===== src/rtl/qnna_pkg.sv =====
// Shared constants for the QNNA MAC engine: register map, CSR bit layout,
// sequencer states and the PARAMS version tag.
package qnna_pkg;

    // Register and buffer offsets within the 4 KiB decoded window
    localparam logic [11:0] CTRL_ADDR   = 12'h000;
    localparam logic [11:0] STATUS_ADDR = 12'h004;
    localparam logic [11:0] DIM_K_ADDR  = 12'h008;
    localparam logic [11:0] PARAMS_ADDR = 12'h00C;
    localparam logic [11:0] X_BASE      = 12'h100;
    localparam logic [11:0] W_BASE      = 12'h400;
    localparam logic [11:0] Y_BASE      = 12'h800;

    // CTRL fields
    localparam int CTRL_START_BIT = 0;
    localparam int CTRL_RELU_BIT  = 1;
    localparam int CTRL_IRQ_BIT   = 2;
    localparam int CTRL_SHIFT_LSB = 8;
    localparam int SHIFT_W        = 5;

    // STATUS fields
    localparam int STATUS_BUSY_BIT = 0;
    localparam int STATUS_DONE_BIT = 1;
    localparam int STATUS_ERR_BIT  = 2;

    localparam logic [7:0] PARAMS_VERSION = 8'h02;

    typedef enum logic [1:0] {
        IDLE = 2'd0,
        RUN  = 2'd1,
        REQ  = 2'd2
    } state_e;

endpackage


===== src/rtl/qnna_lane.sv =====
// One output channel: signed INT8 MAC into an ACC_W accumulator, then
// arithmetic-shift requantisation, optional ReLU and saturation to INT8.
module qnna_lane
    import qnna_pkg::*;
#(
    parameter int ACC_W = 24
) (
    input  logic               clk,
    input  logic               rst_n,
    input  logic               clr,
    input  logic               mac_en,
    input  logic               req,
    input  logic               relu_en,
    input  logic [SHIFT_W-1:0] shift,
    input  logic signed [7:0]  w,
    input  logic signed [7:0]  x,
    output logic signed [7:0]  y
);

    localparam logic signed [ACC_W-1:0] SAT_MAX = ACC_W'(127);
    localparam logic signed [ACC_W-1:0] SAT_MIN = ACC_W'(-128);

    logic signed [ACC_W-1:0] acc;
    logic signed [15:0]      prod;
    logic signed [ACC_W-1:0] prod_ext;
    logic signed [ACC_W-1:0] shifted;
    logic [SHIFT_W-1:0]      shamt;
    logic signed [7:0]       y_d;

    // Both operands are widened to 16 bits first so the product is exact.
    assign prod     = $signed({{8{w[7]}}, w}) * $signed({{8{x[7]}}, x});
    assign prod_ext = {{(ACC_W-16){prod[15]}}, prod};

    // Shifting by ACC_W-1 already leaves only the sign, so cap the amount there.
    assign shamt   = (int'(shift) > ACC_W - 1) ? SHIFT_W'(ACC_W - 1) : shift;
    assign shifted = acc >>> shamt;

    // Requantise: ReLU first, then clamp to the INT8 range.
    always_comb begin
        // NOTE: y_d gets a default before any branch so no path leaves it unassigned, which would infer a latch.
        y_d = shifted[7:0];
        if (relu_en && shifted[ACC_W-1]) begin
            y_d = 8'sh00;
        end else if (shifted > SAT_MAX) begin
            y_d = 8'sh7F;
        end else if (shifted < SAT_MIN) begin
            y_d = 8'sh80;
        end
    end

    // Accumulate during RUN, cleared when a run starts.
    always_ff @(posedge clk or negedge rst_n) begin
        if (!rst_n) begin
            // NOTE: sequential state uses non-blocking assignments so every flop samples pre-edge values.
            acc <= '0;
        end else if (clr) begin
            acc <= '0;
        end else if (mac_en) begin
            acc <= acc + prod_ext;
        end
    end

    // Result register, updated only in the REQ cycle.
    always_ff @(posedge clk or negedge rst_n) begin
        if (!rst_n) begin
            y <= '0;
        end else if (req) begin
            y <= y_d;
        end
    end

endmodule


===== src/rtl/qnna_mac_engine.sv =====
// QNNA compute core: Wishbone slave with CSRs, X/W operand buffers, the
// IDLE/RUN/REQ sequencer and LANES parallel MAC lanes.
module qnna_mac_engine
    import qnna_pkg::*;
#(
    parameter int LANES = 4,
    parameter int MAX_K = 16,
    parameter int ACC_W = 24
) (
    input  logic        wb_clk_i,
    input  logic        wb_rst_ni,
    input  logic [31:0] wb_adr_i,
    input  logic [31:0] wb_dat_i,
    output logic [31:0] wb_dat_o,
    input  logic        wb_we_i,
    input  logic [3:0]  wb_sel_i,
    input  logic        wb_stb_i,
    input  logic        wb_cyc_i,
    output logic        wb_ack_o,
    output logic        wb_err_o,
    output logic        irq_o
);

    localparam int XA_W = $clog2(MAX_K);
    localparam int WA_W = $clog2(LANES * MAX_K);
    localparam int LA_W = (LANES > 1) ? $clog2(LANES) : 1;

    // Operand buffers and lane results
    logic [7:0]        x_mem [MAX_K];
    logic [7:0]        w_mem [LANES*MAX_K];
    logic signed [7:0] y_vec [LANES];

    // CSRs
    logic               relu_en;
    logic               irq_en;
    logic [SHIFT_W-1:0] shift;
    logic [7:0]         dim_k;
    logic               done;
    logic               err_flag;

    // Sequencer
    state_e          state_q, state_d;
    logic [XA_W-1:0] k_q;
    logic            acc_clr, mac_en, req;

    // Bus decode
    logic [11:0]     adr;
    logic [XA_W-1:0] x_off;
    logic [WA_W-1:0] w_off;
    logic [LA_W-1:0] y_idx;
    logic is_ctrl, is_status, is_dim, is_params, is_x, is_w, is_y;
    logic access, busy, mapped, locked, bad, wr_ok, dim_ok, start_go;
    logic x_we, w_we;
    logic [31:0] rdata;
    logic unused_adr;

    assign unused_adr = &{1'b0, wb_adr_i[31:12], wb_adr_i[1:0]};

    assign adr   = {wb_adr_i[11:2], 2'b00};
    assign x_off = adr[XA_W-1:0];
    assign w_off = adr[WA_W-1:0];
    assign y_idx = adr[LA_W+1:2];

    assign is_ctrl   = (adr == CTRL_ADDR);
    assign is_status = (adr == STATUS_ADDR);
    assign is_dim    = (adr == DIM_K_ADDR);
    assign is_params = (adr == PARAMS_ADDR);
    assign is_x      = (adr >= X_BASE) && (adr < X_BASE + 12'(MAX_K));
    assign is_w      = (adr >= W_BASE) && (adr < W_BASE + 12'(LANES * MAX_K));
    assign is_y      = (adr >= Y_BASE) && (adr < Y_BASE + 12'(4 * LANES));

    // A new access is one not already being answered this cycle.
    assign access = wb_cyc_i & wb_stb_i & ~wb_ack_o & ~wb_err_o;
    assign busy   = (state_q != IDLE);
    assign mapped = is_ctrl | is_status | is_dim | is_params | is_x | is_w | is_y;
    assign locked = wb_we_i & busy & (is_ctrl | is_dim | is_x | is_w);
    assign bad    = ~mapped | locked;
    assign wr_ok  = access & wb_we_i & ~bad;
    assign x_we   = wr_ok & is_x;
    assign w_we   = wr_ok & is_w;

    assign dim_ok   = (dim_k != 8'd0) && ({1'b0, dim_k} <= 9'(MAX_K));
    assign start_go = wr_ok & is_ctrl & wb_dat_i[CTRL_START_BIT] & dim_ok;

    assign irq_o = done & irq_en;

    // Read-data mux for the addressed register or buffer word.
    always_comb begin
        rdata = '0;
        if (is_ctrl) begin
            rdata[CTRL_RELU_BIT]                    = relu_en;
            rdata[CTRL_IRQ_BIT]                     = irq_en;
            rdata[CTRL_SHIFT_LSB +: SHIFT_W]        = shift;
        end else if (is_status) begin
            rdata[STATUS_BUSY_BIT] = busy;
            rdata[STATUS_DONE_BIT] = done;
            rdata[STATUS_ERR_BIT]  = err_flag;
        end else if (is_dim) begin
            rdata = {24'd0, dim_k};
        end else if (is_params) begin
            rdata = {8'(ACC_W), 8'(MAX_K), 8'(LANES), PARAMS_VERSION};
        end else if (is_x) begin
            rdata = {x_mem[x_off + XA_W'(3)], x_mem[x_off + XA_W'(2)],
                     x_mem[x_off + XA_W'(1)], x_mem[x_off]};
        end else if (is_w) begin
            rdata = {w_mem[w_off + WA_W'(3)], w_mem[w_off + WA_W'(2)],
                     w_mem[w_off + WA_W'(1)], w_mem[w_off]};
        end else if (is_y) begin
            rdata = {{24{y_vec[y_idx][7]}}, y_vec[y_idx]};
        end
    end

    // Bus response and CSR updates.
    always_ff @(posedge wb_clk_i or negedge wb_rst_ni) begin
        if (!wb_rst_ni) begin
            wb_ack_o <= 1'b0;
            wb_err_o <= 1'b0;
            wb_dat_o <= '0;
            relu_en  <= 1'b0;
            irq_en   <= 1'b0;
            shift    <= '0;
            dim_k    <= '0;
            done     <= 1'b0;
            err_flag <= 1'b0;
        end else begin
            wb_ack_o <= access & ~bad;
            wb_err_o <= access & bad;
            wb_dat_o <= (access & ~bad & ~wb_we_i) ? rdata : '0;

            if (wr_ok && is_ctrl) begin
                relu_en <= wb_dat_i[CTRL_RELU_BIT];
                irq_en  <= wb_dat_i[CTRL_IRQ_BIT];
                shift   <= wb_dat_i[CTRL_SHIFT_LSB +: SHIFT_W];
                if (wb_dat_i[CTRL_START_BIT] && !dim_ok) begin
                    err_flag <= 1'b1;
                end
            end
            if (wr_ok && is_dim) begin
                dim_k <= wb_dat_i[7:0];
            end
            if (wr_ok && is_status) begin
                if (wb_dat_i[STATUS_DONE_BIT]) done     <= 1'b0;
                if (wb_dat_i[STATUS_ERR_BIT])  err_flag <= 1'b0;
            end
            // Later assignments win: a REQ completing overrides a same-cycle W1C.
            if (acc_clr) done <= 1'b0;
            if (req)     done <= 1'b1;
        end
    end

    // Byte-enabled operand buffer writes.
    always_ff @(posedge wb_clk_i) begin
        // NOTE: the buffers have no reset; software must load them before use, and this keeps them plain RAM.
        for (int b = 0; b < 4; b++) begin
            if (x_we && wb_sel_i[b]) x_mem[x_off + XA_W'(b)] <= wb_dat_i[8*b +: 8];
            if (w_we && wb_sel_i[b]) w_mem[w_off + WA_W'(b)] <= wb_dat_i[8*b +: 8];
        end
    end

    // Sequencer state register.
    always_ff @(posedge wb_clk_i or negedge wb_rst_ni) begin
        if (!wb_rst_ni) begin
            state_q <= IDLE;
        end else begin
            state_q <= state_d;
        end
    end

    // Sequencer next-state and lane controls.
    always_comb begin
        state_d = state_q;
        acc_clr = 1'b0;
        mac_en  = 1'b0;
        req     = 1'b0;
        case (state_q)
            IDLE: begin
                if (start_go) begin
                    acc_clr = 1'b1;
                    state_d = RUN;
                end
            end
            RUN: begin
                mac_en = 1'b1;
                if (8'(k_q) == dim_k - 8'd1) state_d = REQ;
            end
            REQ: begin
                req     = 1'b1;
                state_d = IDLE;
            end
            default: state_d = IDLE;
        endcase
    end

    // Reduction index: reset on run entry, stepped by each MAC cycle.
    always_ff @(posedge wb_clk_i or negedge wb_rst_ni) begin
        if (!wb_rst_ni) begin
            k_q <= '0;
        end else if (acc_clr) begin
            k_q <= '0;
        end else if (mac_en) begin
            k_q <= k_q + XA_W'(1);
        end
    end

    for (genvar g = 0; g < LANES; g++) begin : g_lane
        logic [WA_W-1:0] w_idx;
        assign w_idx = WA_W'(g * MAX_K) + WA_W'(k_q);

        qnna_lane #(.ACC_W(ACC_W)) u_lane (
            .clk     (wb_clk_i),
            .rst_n   (wb_rst_ni),
            .clr     (acc_clr),
            .mac_en  (mac_en),
            .req     (req),
            .relu_en (relu_en),
            .shift   (shift),
            .w       ($signed(w_mem[w_idx])),
            .x       ($signed(x_mem[k_q])),
            .y       (y_vec[g])
        );
    end

endmodule


===== config.mk =====
export PLATFORM = sky130hd
export DESIGN_NAME = qnna_mac_engine
export DESIGN_NICKNAME = d
export VERILOG_FILES = /design/src/rtl/qnna_pkg.sv /design/src/rtl/qnna_lane.sv /design/src/rtl/qnna_mac_engine.sv
export SDC_FILE = /design/constraint.sdc
export NUM_CORES = 2
export LEC_CHECK = 0
export ABC_CLOCK_PERIOD_IN_PS = 10850
export CORE_MARGIN = 5
export CORE_UTILIZATION = 44
export DETAILED_ROUTE_END_ITERATION = 12
export GPL_ROUTABILITY_DRIVEN = 0
export HOLD_SLACK_MARGIN = 0.08
export PLACE_DENSITY = 0.66
export SYNTH_ARGS = -nofsm -noshare
export SYNTH_HDL_FRONTEND = slang
export SYNTH_SLANG_ARGS = --single-unit

===== constraint.sdc =====
create_clock -name wb_clk_i -period 10.85 [get_ports wb_clk_i]
set_clock_uncertainty 0.15 [all_clocks]
set_input_delay 1.6275 -clock wb_clk_i [delete_from_list [all_inputs] [get_ports wb_clk_i]]
set_output_delay 1.6275 -clock wb_clk_i [all_outputs]
set_load 0.02 [all_outputs]

# Word-level counts from Yosys, hierarchy flattened
# Memory sizes are Yosys's and may differ from the RTL's.
# Cells that the tools add are included.
[word_totals]
input_bits = 73
reg_bits = 185
wordCells = 201
n_memories = 2
out_inout_bits = 35
ram_bits = 640
[memory_table]
columns = ["name", "words", "width", "rd", "rd_ports_with_merged_regs", "wr", "line_no", "source"]
rows = [
  ["w_mem", 64, 8, 8, 0, 4, "qnna_mac_engine.sv:30", "logic [7:0] w_mem [LANES*MAX_K];"],
  ["x_mem", 16, 8, 5, 0, 4, "qnna_mac_engine.sv:29", "logic [7:0] x_mem [MAX_K];"],
]
[op_classes]
n_lt_le_gt_ge = 17
muxes = 70
reduce_logical = 30
bitwise_logic = 32
n_mul = 4
shifts = 4
n_addsub = 15
eq_ne = 8
[ops]
columns = ["operator", "n"]
rows = [
  ["24-bit two-way mux", 8],
  ["32-bit two-way mux", 6],
  ["8-bit two-way mux", 14],
  ["24-bit by 16-bit adder with 24-bit output", 4],
  ["24-bit by 8-bit > comparator with 1-bit output (second input constant)", 4],
  ["24-bit by 8-bit < comparator with 1-bit output (second input constant)", 4],
  ["24-bit by 5-bit >>> shifter with 24-bit output", 4],
  ["8-bit by 8-bit multiplier with 16-bit output", 4],
  ["1-bit two-way mux", 29],
  ["29-bit two-way mux", 1],
  ["10-bit by 2-bit == test with 1-bit output (second input constant)", 2],
  ["1-bit logical AND", 20],
  ["19-bit two-way mux", 1],
  ["1-bit bitwise AND", 16],
  ["8-bit binary-select mux with 2-bit select", 1],
  ["5-bit two-way mux", 3],
  ["6-bit by 2-bit adder with 6-bit output (second input constant)", 2],
  ["12-bit by 11-bit greater-or-equal comparator with 1-bit output (second input constant)", 1],
  ["12-bit greater-or-equal comparator (second input constant)", 1],
  ["12-bit by 9-bit greater-or-equal comparator with 1-bit output (second input constant)", 1],
  ["12-bit zero test", 1],
  ["12-bit by 11-bit < comparator with 1-bit output (second input constant)", 1],
  ["12-bit < comparator (second input constant)", 1],
  ["12-bit by 9-bit < comparator with 1-bit output (second input constant)", 1],
  ["28 further kinds", 50],
]

# Logic depth before layout (Yosys ltp)
[depth]
depth_word = 18
mapped_depth = 28
ltp_nobuf = 24

# Modules after synthesis
# A second synthesis with hierarchy kept.
[hier_totals]
cells_unflattened = 4892
area_unflattened_um2 = 60274.1
[modules_own_cells]
columns = ["mod", "instances", "cells_per_inst", "seq_area_each_um2", "area_each_um2"]
rows = [
  ["qnna_mac_engine", 1, 1976, 20644.8, 32831.5],
  ["qnna_lane at g_lane[0].u_lane", 1, 781, 800.8, 7025.5],
  ["qnna_lane at g_lane[1].u_lane", 1, 710, 800.8, 6855.3],
  ["qnna_lane at g_lane[2].u_lane", 1, 713, 800.8, 6814.0],
  ["qnna_lane at g_lane[3].u_lane", 1, 712, 800.8, 6747.7],
]

# Worst setup path before layout
# OpenSTA, ideal clock, no wires.
[synth_timing]
kind = "reg-to-reg"
from = "register k_q[0]"
to = "register g_lane[3].u_lane.acc[23]"
t_arrival_ns = 7.397
setup_ns = 0.068
n_path_buf = 3
synth_period_minus_slack_ns = 7.615
path_stages_with_launch = 25
setup_slack_ns = 3.235
required_time_ns = 10.632
cell_sequence = "dfrtp_1 > buf_2 > buf_2 > buf_1 > mux2i_1 > a21oi_1 > o21ai_0 > nand2_1 > and2_1 > inv_1 > fa_1 > inv_1 > fa_1 > fa_1 > fa_1 > fa_1 > ha_1 > o21ai_0 > nor2_1 > o41ai_1 > o21a_1 > o21ai_0 > a211o_1 > a2111o_1 > nand3_1"
[synth_via]
elab_chain_len = 6
elab_cells_between_ends = 7
cone_classes = "2 x add/sub; 1 x mul; 2 x mux; 2 x memory"
[synth_lines]
columns = ["item", "line_no", "source"]
rows = [
  ["from (decl)", "qnna_mac_engine.sv:43", "logic [XA_W-1:0] k_q;"],
  ["from (signal assigned)", "qnna_mac_engine.sv:201", "k_q <= k_q + XA_W'(1);"],
  ["5-bit by 5-bit adder with 6-bit output", "qnna_mac_engine.sv:207", "assign w_idx = WA_W'(g * MAX_K) + WA_W'(k_q);"],
  ["memory 64 x 8 bit", "n/a", ""],
  ["8-bit by 8-bit multiplier with 16-bit output (*)", "qnna_lane.sv:31", "assign prod = $signed({{8{w[7]}}, w}) * $signed({{8{x[7]}}, x});"],
  ["24-bit by 16-bit adder with 24-bit output (*)", "qnna_lane.sv:59", "acc <= acc + prod_ext;"],
  ["24-bit two-way mux (*)", "qnna_lane.sv:58", "end else if (mac_en) begin"],
  ["24-bit two-way mux (*)", "qnna_lane.sv:56", "end else if (clr) begin"],
  ["to (signal assigned)", "qnna_lane.sv:59", ""],
  ["to (decl)", "qnna_lane.sv:23", "logic signed [ACC_W-1:0] acc;"],
]
# Every way passes the cells marked *; elsewhere a longest branch is shown, timed or not. The select of a mux whose other input is x is not followed.
# A chain may end at the register's enable or synchronous reset.

# Worst setup path in the final report
# Ends and elaborated chain as after synthesis.

==> results_dict.tcl <==
set metrics [dict create \
    status "finished, violations left" \
    failed_checks "max-capacitance violations" \
    dp_hpwl_um 138100 \
    port_buffers 85 \
    die_h_um 378.7 \
    fp.dieW_um 378.7 \
    cts-root-buf "clkbuf_16" \
    fin_ws_ps 1750 \
    cap_violations 1 \
    start_kind "register" \
    wl_per_cell_um 28.63 \
    grt_pass1_vias 41816 \
    rr_endpoint "g_lane[3].u_lane.acc[23]" \
    netlist_instances 4775 \
    clock_path_buffers 3 \
    synth.distinct_cells 110 \
    clock_latency_ps 710 \
    cts-resized-gates 0 \
    die_area_um2 143400 \
    drt-initial-drc-count 5501 \
    internal-power_w 0.006009 \
    maxSlewViolCount 0 \
    yosysTopAreaCellShare_pct 32.13 \
    firstDrtPassIters 7 \
    critPathMaxFanout 44 \
    h-tree-depth 3 \
    drcViolationCount 0 \
    p_seq_share_pct 40.3 \
    timing.rr.start "k_q[0]" \
    nets 5479 \
    fin_crit_sh_pct 83.87 \
    hold_path.class "reg2reg" \
    cp-end-kind "register" \
    use_met1_pct 34.81 \
    io_pins 108 \
    antenna_found_initial 12 \
    antenna_left 0 \
    setup_violations 0 \
    rsz0062_at_grt "no" \
    grtUsageMet2_pct 40.93 \
    place_ws_ps 2118 \
    ys_warn_count 0 \
    syn_to_final_growth_pct 8.931 \
    initial_core_util_pct 44.20 \
    leakage_nw 25.81 \
    yosysTopAreaCell "edfxtp_1" \
    p_clk_share_pct 36.7 \
    worst_hold_slack_ps 330.6 \
    postCtsSetupBuffers 0 \
    power_density_nw_per_um2 129.9 \
    wl_um 189800 \
    cts_inserted_buffers 89 \
    placed_cell_area_um2 62180 \
    cts_hold_buf 0 \
    slew_headroom_pct 0.2528 \
    seq_area_frac_synth_pct 39.87 \
    num_rows 135 \
    grt_usage_pct 26.34 \
    power_w 0.008466 \
    hold_violations 0 \
    tns_ps 0 \
    synth_edf_count 640 \
    critical_path_required_ps 11300 \
    ir_drop_v 0.0001384 \
    switching_power_w 0.002457 \
    arrival_ps 9550 \
    post_drt_via_cell_ratio 6.364 \
    async_flop_share_pct 22.42 \
    grt_max_degree 97 \
    core-area_um2 135300 \
    clk_pin_slew_ps 60 \
    hold_end "g_lane[0].u_lane.y[5]" \
    min-delay-start "g_lane[0].u_lane.y[5]" \
    critical_path_class "reg2reg" \
    hold_path_depth 2 \
    r2r_slack_ps 1750 \
    layout_min_cycle_time_ps 9100 \
    swShare_pct 29.02 \
    syn_avg_cell_area_um2 12.53 \
    tritoncts "yes" \
    p_comb_share_pct 23.0 \
    vias 42193 \
    r2r.worst_path.cells 22 \
    grt-busiest-layer "met2" \
    syn-num-nets 5482 \
    layout-drive-gt1-share_pct 13.96 \
    cts.sinks 825 \
    stdcell_area_um2 65150 \
    synth_top_cells_by_area "edfxtp_1 (32%), fa_1 (14%), mux4_2 (12%)" \
    tightest_slew_ps 1491 \
    grt-ovfl-total 0 \
    grt_first_pass_wirelength_um 279500 \
    synth_area_um2 59810 \
    ys_ff_latch 825 \
    fmax_mhz 109.9 \
    ys.flop_type "edfxtp_1" \
    use_met3_pct 5.642 \
]
## worst max-delay path by stage
stage                       from                  endpoint  slack, ps
final                     k_q[0]  g_lane[3].u_lane.acc[23]       1750
after global routing      k_q[0]  g_lane[3].u_lane.acc[23]       1560
after CTS                 k_q[0]  g_lane[3].u_lane.acc[23]       2110
after detailed placement  k_q[0]  g_lane[3].u_lane.acc[23]       2120
after global placement    k_q[0]  g_lane[3].u_lane.acc[23]       2210
after floorplan           k_q[0]  g_lane[3].u_lane.acc[23]       3230
## worst max-delay path: stages (launching register included)
cell	delay (ps)
dfrtp_4	990
buf_4	590
mux2i_1	310
a221oi_1	120
o21ai_0	830
nand2_1	420
and2_1	300
fa_1	530
inv_1	50
fa_1	520
inv_1	50
fa_1	500
fa_1	450
fa_1	470
ha_1	330
o21ai_0	90
nor2_1	90
o41ai_1	620
o21a_1	300
o21ai_0	310
a211o_1	420
a2111o_1	410
nand3_1	80
## routing by layer
layer | wire length, um | vias up
met2 | 85990 | 2680
met5 | 41 | -
met3 | 19160 | 595
met4 | 12720 | 6
met1 | 71900 | 21249
li1 | - | 17663
## cells in the final DEF, fill, tap and decap left out, drive strengths merged, types with 31 or more instances in the layout
master / count
xnor2: 65
inv: 409
a21oi: 224
a21o: 37
nand3: 40
nor2: 218
o31ai: 34
ha: 218
mux4: 320
buf: 108
mux2: 64
and2: 132
mux2i: 208
a22oi: 64
dfrtp: 185
o21ai: 227
clkbuf: 119
a221oi: 73
fa: 416
edfxtp: 640
clkdlybuf4s50: 80
a211oi: 54
o22ai: 33
clkinv: 31
nand2: 463
## final cells by class
cell class                 count  area, um^2
clock buffer                 117        2425
timing repair buffer         190        1692
multi-input combinational   3257       32870
antenna                        7       17.52
clock inverter                44       526.8
tap                         1781        2228
sequential                   825       23860
inverter                     409        1535
fill                       11670       70150
## cell usage after synthesis, types with 27 or more instances
master	n
edfxtp_1	640
buf_2	64
nand2_1	463
inv_1	406
clkbuf_8	28
o31ai_1	34
ha_1	218
mux2_2	62
a21o_1	33
a221oi_1	72
xnor2_1	65
nand3_1	40
and2_1	131
mux4_2	310
dfrtp_1	185
a21oi_1	220
a211oi_1	54
clkbuf_1	144
fa_1	416
o22ai_1	33
a31oi_1	27
a22oi_1	61
o21ai_0	215
nor2_1	217
mux2i_1	206
## power groups by stage
stage          combinational, W  clock (W)  sequential [W]
3_5_place_dp            0.00191          0         0.00348
3_3_place_gp            0.00188          0         0.00348
4_1_cts                 0.00193    0.00312         0.00342
2_1_floorplan           0.00142          0         0.00348
6_report                0.00195    0.00310         0.00342
5_1_grt                 0.00218    0.00326         0.00341
## registers in the layout, indices dropped and copies added, names as in the netlist, 2 cells and up
register and cells:
w_mem 512, x_mem 128, g_lane.u_lane.acc 96, g_lane.u_lane.y 32, wb_dat_o 32, dim_k 8
shift 5, k_q 4, state_q 2
## stage by stage
stage / utilization (%) / instances
after global routing: 48.14 / 6623
after global placement: 45.96 / 6462
final: 48.15 / 6630
after floorplan: - / 4775
after detailed placement: 45.96 / 6462
after CTS: 48.14 / 6623
## cells by family (layout without fill, tap and decap cells)
logic type | count (synthesis) | count (layout) | synth area share, %
simple gates | 994 | 994 | 7.544
compound gates | 947 | 947 | 10.63
flops | 825 | 825 | 39.87
buf+inv | 693 | 760 | 5.301
fa+ha+maj | 634 | 634 | 18.49
mux | 592 | 592 | 16.85
xor+xnor | 90 | 90 | 1.318
other cells | 0 | 7 | 0
Note: power is estimated with default switching activity, not from simulation.
